`src/rtl/ccff_bitstream_loader.sv`:
```
// Streams bitstream words LSB-first into a configuration flip-flop chain.
// Optional tail CRC-8 monitor on ccff_tail is enabled with `define CCFF_TAIL_CRC_EN.
module ccff_bitstream_loader #(
    parameter int CHAIN_LEN = 48,
    parameter int WORD_W    = 8
) (
    input  logic              prog_clk,
    input  logic              pReset,
    input  logic              start,
    input  logic              abort,
    input  logic              s_valid,
    input  logic [WORD_W-1:0] s_data,
    output logic              s_ready,
    output logic              ccff_head,
    output logic              ccff_shift_en,
    input  logic              ccff_tail,
    output logic              busy,
    output logic              done
`ifdef CCFF_TAIL_CRC_EN
    ,
    output logic [7:0]        tail_crc
`endif
);

    localparam int BCNT_W = (CHAIN_LEN > 1) ? $clog2(CHAIN_LEN + 1) : 1;
    localparam int WCNT_W = $clog2(WORD_W);

    localparam logic [BCNT_W-1:0] LAST_BIT  = BCNT_W'(CHAIN_LEN - 1);
    localparam logic [WCNT_W-1:0] LAST_WBIT = WCNT_W'(WORD_W - 1);

    localparam logic [1:0] ST_IDLE  = 2'd0;
    localparam logic [1:0] ST_LOAD  = 2'd1;
    localparam logic [1:0] ST_SHIFT = 2'd2;
    localparam logic [1:0] ST_DONE  = 2'd3;

    logic [1:0]        state_q,    state_d;
    logic [WORD_W-1:0] shreg_q,    shreg_d;
    logic [BCNT_W-1:0] bit_cnt_q,  bit_cnt_d;
    logic [WCNT_W-1:0] wbit_cnt_q, wbit_cnt_d;
    logic              start_acc;

    assign start_acc = (state_q == ST_IDLE) && start && !abort;

    always_comb begin
        state_d    = state_q;
        shreg_d    = shreg_q;
        bit_cnt_d  = bit_cnt_q;
        wbit_cnt_d = wbit_cnt_q;
        case (state_q)
            ST_IDLE: begin
                if (start_acc) begin
                    state_d   = ST_LOAD;
                    bit_cnt_d = '0;
                end
            end
            ST_LOAD: begin
                if (abort) begin
                    state_d = ST_IDLE;
                end else if (s_valid) begin
                    shreg_d    = s_data;
                    wbit_cnt_d = '0;
                    state_d    = ST_SHIFT;
                end
            end
            ST_SHIFT: begin
                shreg_d    = shreg_q >> 1;
                bit_cnt_d  = bit_cnt_q + 1'b1;
                wbit_cnt_d = wbit_cnt_q + 1'b1;
                // Chain-full takes priority so the tail of the last word is dropped
                if (abort) begin
                    state_d = ST_IDLE;
                end else if (bit_cnt_q == LAST_BIT) begin
                    state_d = ST_DONE;
                end else if (wbit_cnt_q == LAST_WBIT) begin
                    state_d = ST_LOAD;
                end
            end
            default: state_d = ST_IDLE;
        endcase
    end

    always_ff @(posedge prog_clk or posedge pReset) begin
        if (pReset) begin
            state_q    <= ST_IDLE;
            shreg_q    <= '0;
            bit_cnt_q  <= '0;
            wbit_cnt_q <= '0;
        end else begin
            state_q    <= state_d;
            shreg_q    <= shreg_d;
            bit_cnt_q  <= bit_cnt_d;
            wbit_cnt_q <= wbit_cnt_d;
        end
    end

    // Outputs decode directly from state so reset clears them without a clock
    assign s_ready       = (state_q == ST_LOAD);
    assign ccff_shift_en = (state_q == ST_SHIFT);
    assign ccff_head     = ccff_shift_en & shreg_q[0];
    assign busy          = (state_q != ST_IDLE);
    assign done          = (state_q == ST_DONE);

`ifdef CCFF_TAIL_CRC_EN
    function automatic logic [7:0] crc8_step(input logic [7:0] crc, input logic din);
        logic fb;
        fb = crc[7] ^ din;
        return {crc[6:0], 1'b0} ^ (fb ? 8'h07 : 8'h00);
    endfunction

    logic [7:0] crc_q, crc_d;

    always_comb begin
        crc_d = crc_q;
        if (start_acc) begin
            crc_d = 8'h00;
        end else if (ccff_shift_en) begin
            crc_d = crc8_step(crc_q, ccff_tail);
        end
    end

    always_ff @(posedge prog_clk or posedge pReset) begin
        if (pReset) begin
            crc_q <= 8'h00;
        end else begin
            crc_q <= crc_d;
        end
    end

    assign tail_crc = crc_q;
`else
    logic unused_tail;
    assign unused_tail = ccff_tail;
`endif

endmodule

```
`config.mk`:
```
export PLATFORM = sky130hd
export DESIGN_NAME = ccff_bitstream_loader
export DESIGN_NICKNAME = d
export VERILOG_FILES = /design/src/rtl/ccff_bitstream_loader.sv
export SDC_FILE = /design/constraint.sdc
export NUM_CORES = 1
export LEC_CHECK = 0
export BUFFER_PORTS_ARGS = -buffer_cell sky130_fd_sc_hd__buf_2
export CORE_MARGIN = 3
export CORE_UTILIZATION = 47
export CTS_CLUSTER_DIAMETER = 30
export DETAILED_ROUTE_END_ITERATION = 12
export MAX_ROUTING_LAYER = met4
export PLACE_DENSITY = 0.73
export RECOVER_POWER = 50
export SLEW_MARGIN = 20
export SYNTH_ARGS = -nofsm -noshare
export SYNTH_HDL_FRONTEND = slang
export SYNTH_SLANG_ARGS = --single-unit
export TNS_END_PERCENT = 100
```
`constraint.sdc`:
```
create_clock -name prog_clk -period 1.3 [get_ports prog_clk]
set_input_delay 0.065 -clock prog_clk [delete_from_list [all_inputs] [get_ports prog_clk]]
set_output_delay 0.065 -clock prog_clk [all_outputs]
set_load 0.1 [all_outputs]
```
After elaboration in Yosys (flattened, before gate mapping)
Cells that the tools add are included.

storage, ports and cells
  memory bits (read-only) = 0
  bits in latches = 0
  bits of input ports = 14
  bits in registers = 19
  RAM bits = 0
  logic and storage cells = 42
  memories = 0

operators by class
  muxes and demuxes = 15
  shift-type cells = 0
  magnitude comparators = 0
  bitwise gates (word level) = 1
  multiply operators = 0
  add/subtract/negate cells = 2
  reduce and logical (&&, ||, !) cells = 10
  equal/unequal tests = 10
  div/mod/pow operators = 0

operators with widths
  operator                                                                 number
  8-bit two-way mux                                                        2
  8-bit one-hot mux with 2 select lines                                    1
  2-bit two-way mux                                                        6
  6-bit one-hot mux with 2 select lines                                    1
  6-bit by 1-bit adder with 6-bit output, second input constant            1
  6-bit == test, second input constant                                     1
  3-bit two-way mux                                                        2
  6-bit two-way mux                                                        1
  2-bit inequality test, second input constant                             3
  2-bit one-hot mux with 3 select lines                                    1
  3-bit one-hot mux with 2 select lines                                    1
  3-bit AND reduction                                                      2
  2-bit nonzero test                                                       3
  2-bit == test, second input constant                                     2
  4-bit by 2-bit inequality test with 1-bit output, second input constant  1
  3-bit by 1-bit adder with 3-bit output, second input constant            1
  3-bit == test, second input constant                                     1
  3-bit inequality test, second input constant                             1
  2-bit by 1-bit == test with 1-bit output, second input constant          1
  1-bit logical AND                                                        2
  2-bit logical NOT                                                        1
  2-bit AND reduction                                                      1
  1-bit AND                                                                1
  1-bit logical NOT                                                        1

Depth between registers and ports, before layout
  depth after elaboration = 5
  depth in mapped cells = 4
  mapped depth without buffers = 4

Least setup slack after synthesis
OpenSTA, ideal clock, no wires.

  kind = register to register
  from = register state_q[1]
  to = register state_q[1]
  arrival time = 2.164 ns
  buffers on the path = 0
  cell stages (with the launch flop) = 4
  setup time = 0.079 ns
  setup slack = -0.943 ns
  cells stage by stage = dfrtp_1 nor2b_1 a2bb2oi_1 a21oi_1

between the ends
  elaborated cells on any way between the ends = 10
  those cells by class = eq/ne (5); mux (1); reduce/logical (4)

RTL lines
  element                                     RTL line  text
  start: declaration                          36        logic [1:0] state_q, state_d;
  start signal: assignment                    89        state_q <= state_d;
  2-bit by 1-bit == test with 1-bit output *  --
  via s_ready                                 13        output logic s_ready,
  3-bit inequality test (no line)             --
  3-bit AND reduction (no line)               --

Mark *: on every way through the listed nets, which the timed path passes. The rest lies on a longest branch.
A chain may end at the register's enable or synchronous reset.

Worst setup path after layout
  from = register state_q[0]
  to = output port busy

between the ends
  longest elaborated chain between the ends = 1

ends and longest elaborated chain
  element             RTL line  text
  2-bit nonzero test  100       assign busy = (state_q != ST_IDLE);
  end: declaration    17        output logic busy,

No other way between the ends.

==> results.yml <==
outcome:
  status: "finished, violations left"
  violations: "negative setup slack"
synthesis:
  yosys.area_share.simple: 0.188
  synthAdderAreaFrac: 0.0408
  netlist.top_cell.by_area: "dfrtp_1"
  ys_warn_count: 0
  synth_cells: 96
  synth_top_family_by_area: "simple AND/OR/NAND/NOR gates"
  synth.cell_area_um2: 921
  synth_xor_area_frac: 0
  synthDistinctLibCells: 28
  syn_area_per_cell_um2: 9.59
  synth_seq_cells: 19
  synthMuxAreaShare: 0.0217
  synth_area_leaders: "dfrtp_1 (52%), a21oi_1 (6.0%), o22ai_1 (4.8%), ha_1 (4.1%), inv_1 (4.1%)"
  ys_seq_area_frac: 0.516
  syn-num-nets: 113
  synth_compound_area_frac: 0.167
  synth_top_area_share: 0.516
placement:
  placed_cell_area_mm2: 0.00118
  routabilityCongestion: 0.822
  io_buffers: 17
  dp.final_hpwl_mm: 1.38
detailed_routing:
  vias: 821
  drc_errors: 0
  final_antenna_net_count: 0
  dr.pass1.iters: 4
  wl_mm: 2.14
  viasPerCell: 5.33
  wire_per_inst_um: 13.9
  drtIter0Drc: 26
power_and_ir_drop:
  leakagePower_nw: 0.689
  power_density_mw_per_mm2: 1400
  peakVddDrop_uv: 1310
cts:
  clkSlewWorstSetupHoldPaths_ps: 110
  cts_tree: "built"
  clock_sinks: 19
  clockBufferDepth: 2
  clock_latency_ps: 290
  cts_root_buf: "clkbuf_4"
  ctsHtreeMaxLevel: 1
  cts_buffers: 3
final_layout:
  design_area_mm2: 0.00138
  area_growth_pct: 49.5
  fill_cells: 120
  fin_nets: 147
  layout-drive-gt1-share: 0.442
  diodes: 0
worst_setup_path:
  slowest_stage: "dfrtp_1"
  r2r_cells: 3
  critical_path_class: "reg2out"
  worstPathMaxFanout: 5
  reg2reg_slack_ps: -10
  cpPeakStageDelay_ps: 410
  path_cells: "buf_4, or2_4, buf_12"
  crit_path_start_kind: "flip-flop"
  cp.required_ps: 1240
  arrival_ps: 1280
  cp-end-kind: "output pin"
  r2r_end: "bit_cnt_q[3]$_DFFE_PP0P_"
  worstReg2RegStart: "state_q[1]$_DFFE_PP0P_"
floorplanning:
  initial_core_util: 0.516
  rows: 15
  fp.dieW_um: 50.3
  die-area_mm2: 0.00253
  dieHeight_um: 50.3
  core_area_mm2: 0.00178
  io_pins: 19
min_path:
  hp-start: "s_data[7]"
  hold_path_end: "shreg_q[7]$_DFFE_PP0P_"
  hold_path_depth: 3
  hp-class: "in2reg"
grt:
  grt_pass1_vias: 717
  gr-usage-all-layers: 0.169
  antenna_found_initial: 0
  grt_pass1_wl_mm: 3.22
  grt.overflow.total: 0
  grt_max_degree: 20
sta:
  worst-slew-pin-transition_ps: 471
  relSlewSlack: 0.686
  worst_slack_ps: -47.6
  period_share: 1.04
  finalClockSkew_ps: 2.00
  fmax_mhz: 742
  fin_crit_ps: 1350
  report.final.setup_viol: 5
  hold_slack_ps: 8.76
  grt_setup_unrepaired: "true"
  slew_viol_final: 0
  hold_viol: 0
flow_run:
  drv_cap: 0
critical path, delay by kind of cell (launching register included):
| family | cells | cell delay [ps] |
|---|---|---|
| flops | 1 | 410 |
| buf+inv | 2 | 330 |
| simple gates | 1 | 260 |
where the power goes:
group / total (mW) / switching (mW) / internal (mW) / leakage, nW
Sequential: 0.934 / 0.148 / 0.786 / 0.235
Clock: 0.295 / 0.180 / 0.114 / 0.0177
Combinational: 0.698 / 0.380 / 0.318 / 0.436
Total: 1.93 / 0.708 / 1.22 / 0.689
final cells by class:
cell class,instances,area (µm²),share of cell area
clock inverter,1,5.00,0.00364
clock buffer,3,22.5,0.0164
inverter,11,53.8,0.0391
tap,25,31.3,0.0227
sequential,19,477,0.346
timing repair buffer,33,324,0.235
multi-input combinational,62,463,0.336
kinds of logic after synthesis:
group	Yosys count
simple gates	31
flops	19
compound gates	26
fa+ha+maj	3
mux	2
buf+inv	15
cell usage in the layout (no fill, tap or decap), drive strengths merged, types with 3 or more instances in the layout:
cell type,n
buf,30
dfrtp,19
a21oi,11
inv,10
nand2,9
o22ai,7
nand3,6
clkbuf,4
nand4,3
o21ai,3
ha,3
routing by layer:
metal  track usage  share of wire  up-vias
met4        0.0276         0.0033        0
li1              -              -      404
met1         0.222           0.43      389
met3        0.0267          0.052        2
met2         0.278           0.51       26
met5             -              0        -
sequential cells by signal, summed over array words and instances, names as in the netlist:
signal,flops
shreg_q,8
bit_cnt_q,6
wbit_cnt_q,3
state_q,2
worst max path at each step:
stage,startpoint,end,slack (ps),cells past startpoint
final,state_q[0]$_DFFE_PP0P_,busy,-50,3
after global routing,state_q[0]$_DFFE_PP0P_,ccff_head,-100,4
after CTS,state_q[0]$_DFFE_PP0P_,ccff_head,-50,4
after detailed placement,state_q[1]$_DFFE_PP0P_,bit_cnt_q[3]$_DFFE_PP0P_,-8,3
after global placement,state_q[1]$_DFFE_PP0P_,bit_cnt_q[3]$_DFFE_PP0P_,10,3
after floorplan,state_q[1]$_DFFE_PP0P_,state_q[0]$_DFFE_PP0P_,-8,3
cells in the mapped netlist, drive strengths merged:
cell	instances
nor2	2
or2	1
nor2b	1
mux2i	2
and2	2
a311oi	1
o22ai	7
inv	11
a31oi	1
or4b	1
o21ai	3
a2bb2oi	2
nand4	3
nand2	9
nor3	1
ha	3
dfrtp	19
buf	4
and3	1
nand2b	2
nand4bb	1
nand3	6
a21oi	11
o21a	1
and3b	1
stage by stage:
step	setup WS [ps]	utilization	instances	TNS, ps	total power, mW
2_1_floorplan	-8.03	-	96	-18.5	1.29
3_3_place_gp	11.7	0.661	144	0	1.44
3_5_place_dp	-7.62	0.661	144	-7.62	1.49
4_1_cts	-50.2	0.728	153	-144	1.83
5_1_grt	-102	0.772	154	-409	2.05
6_report	-47.6	0.772	154	-143	1.93
repair_timing:
action                     in CTS  in global routing
gates cloned                    0                  0
buffers inserted                3                  2
hold endpoints to repair       21                  0
hold buffers                    2                  0
gates resized for setup        11                 20
pin swaps                       3                  8
setup endpoints to repair       3                 17
(Power assumes the default switching activity.)
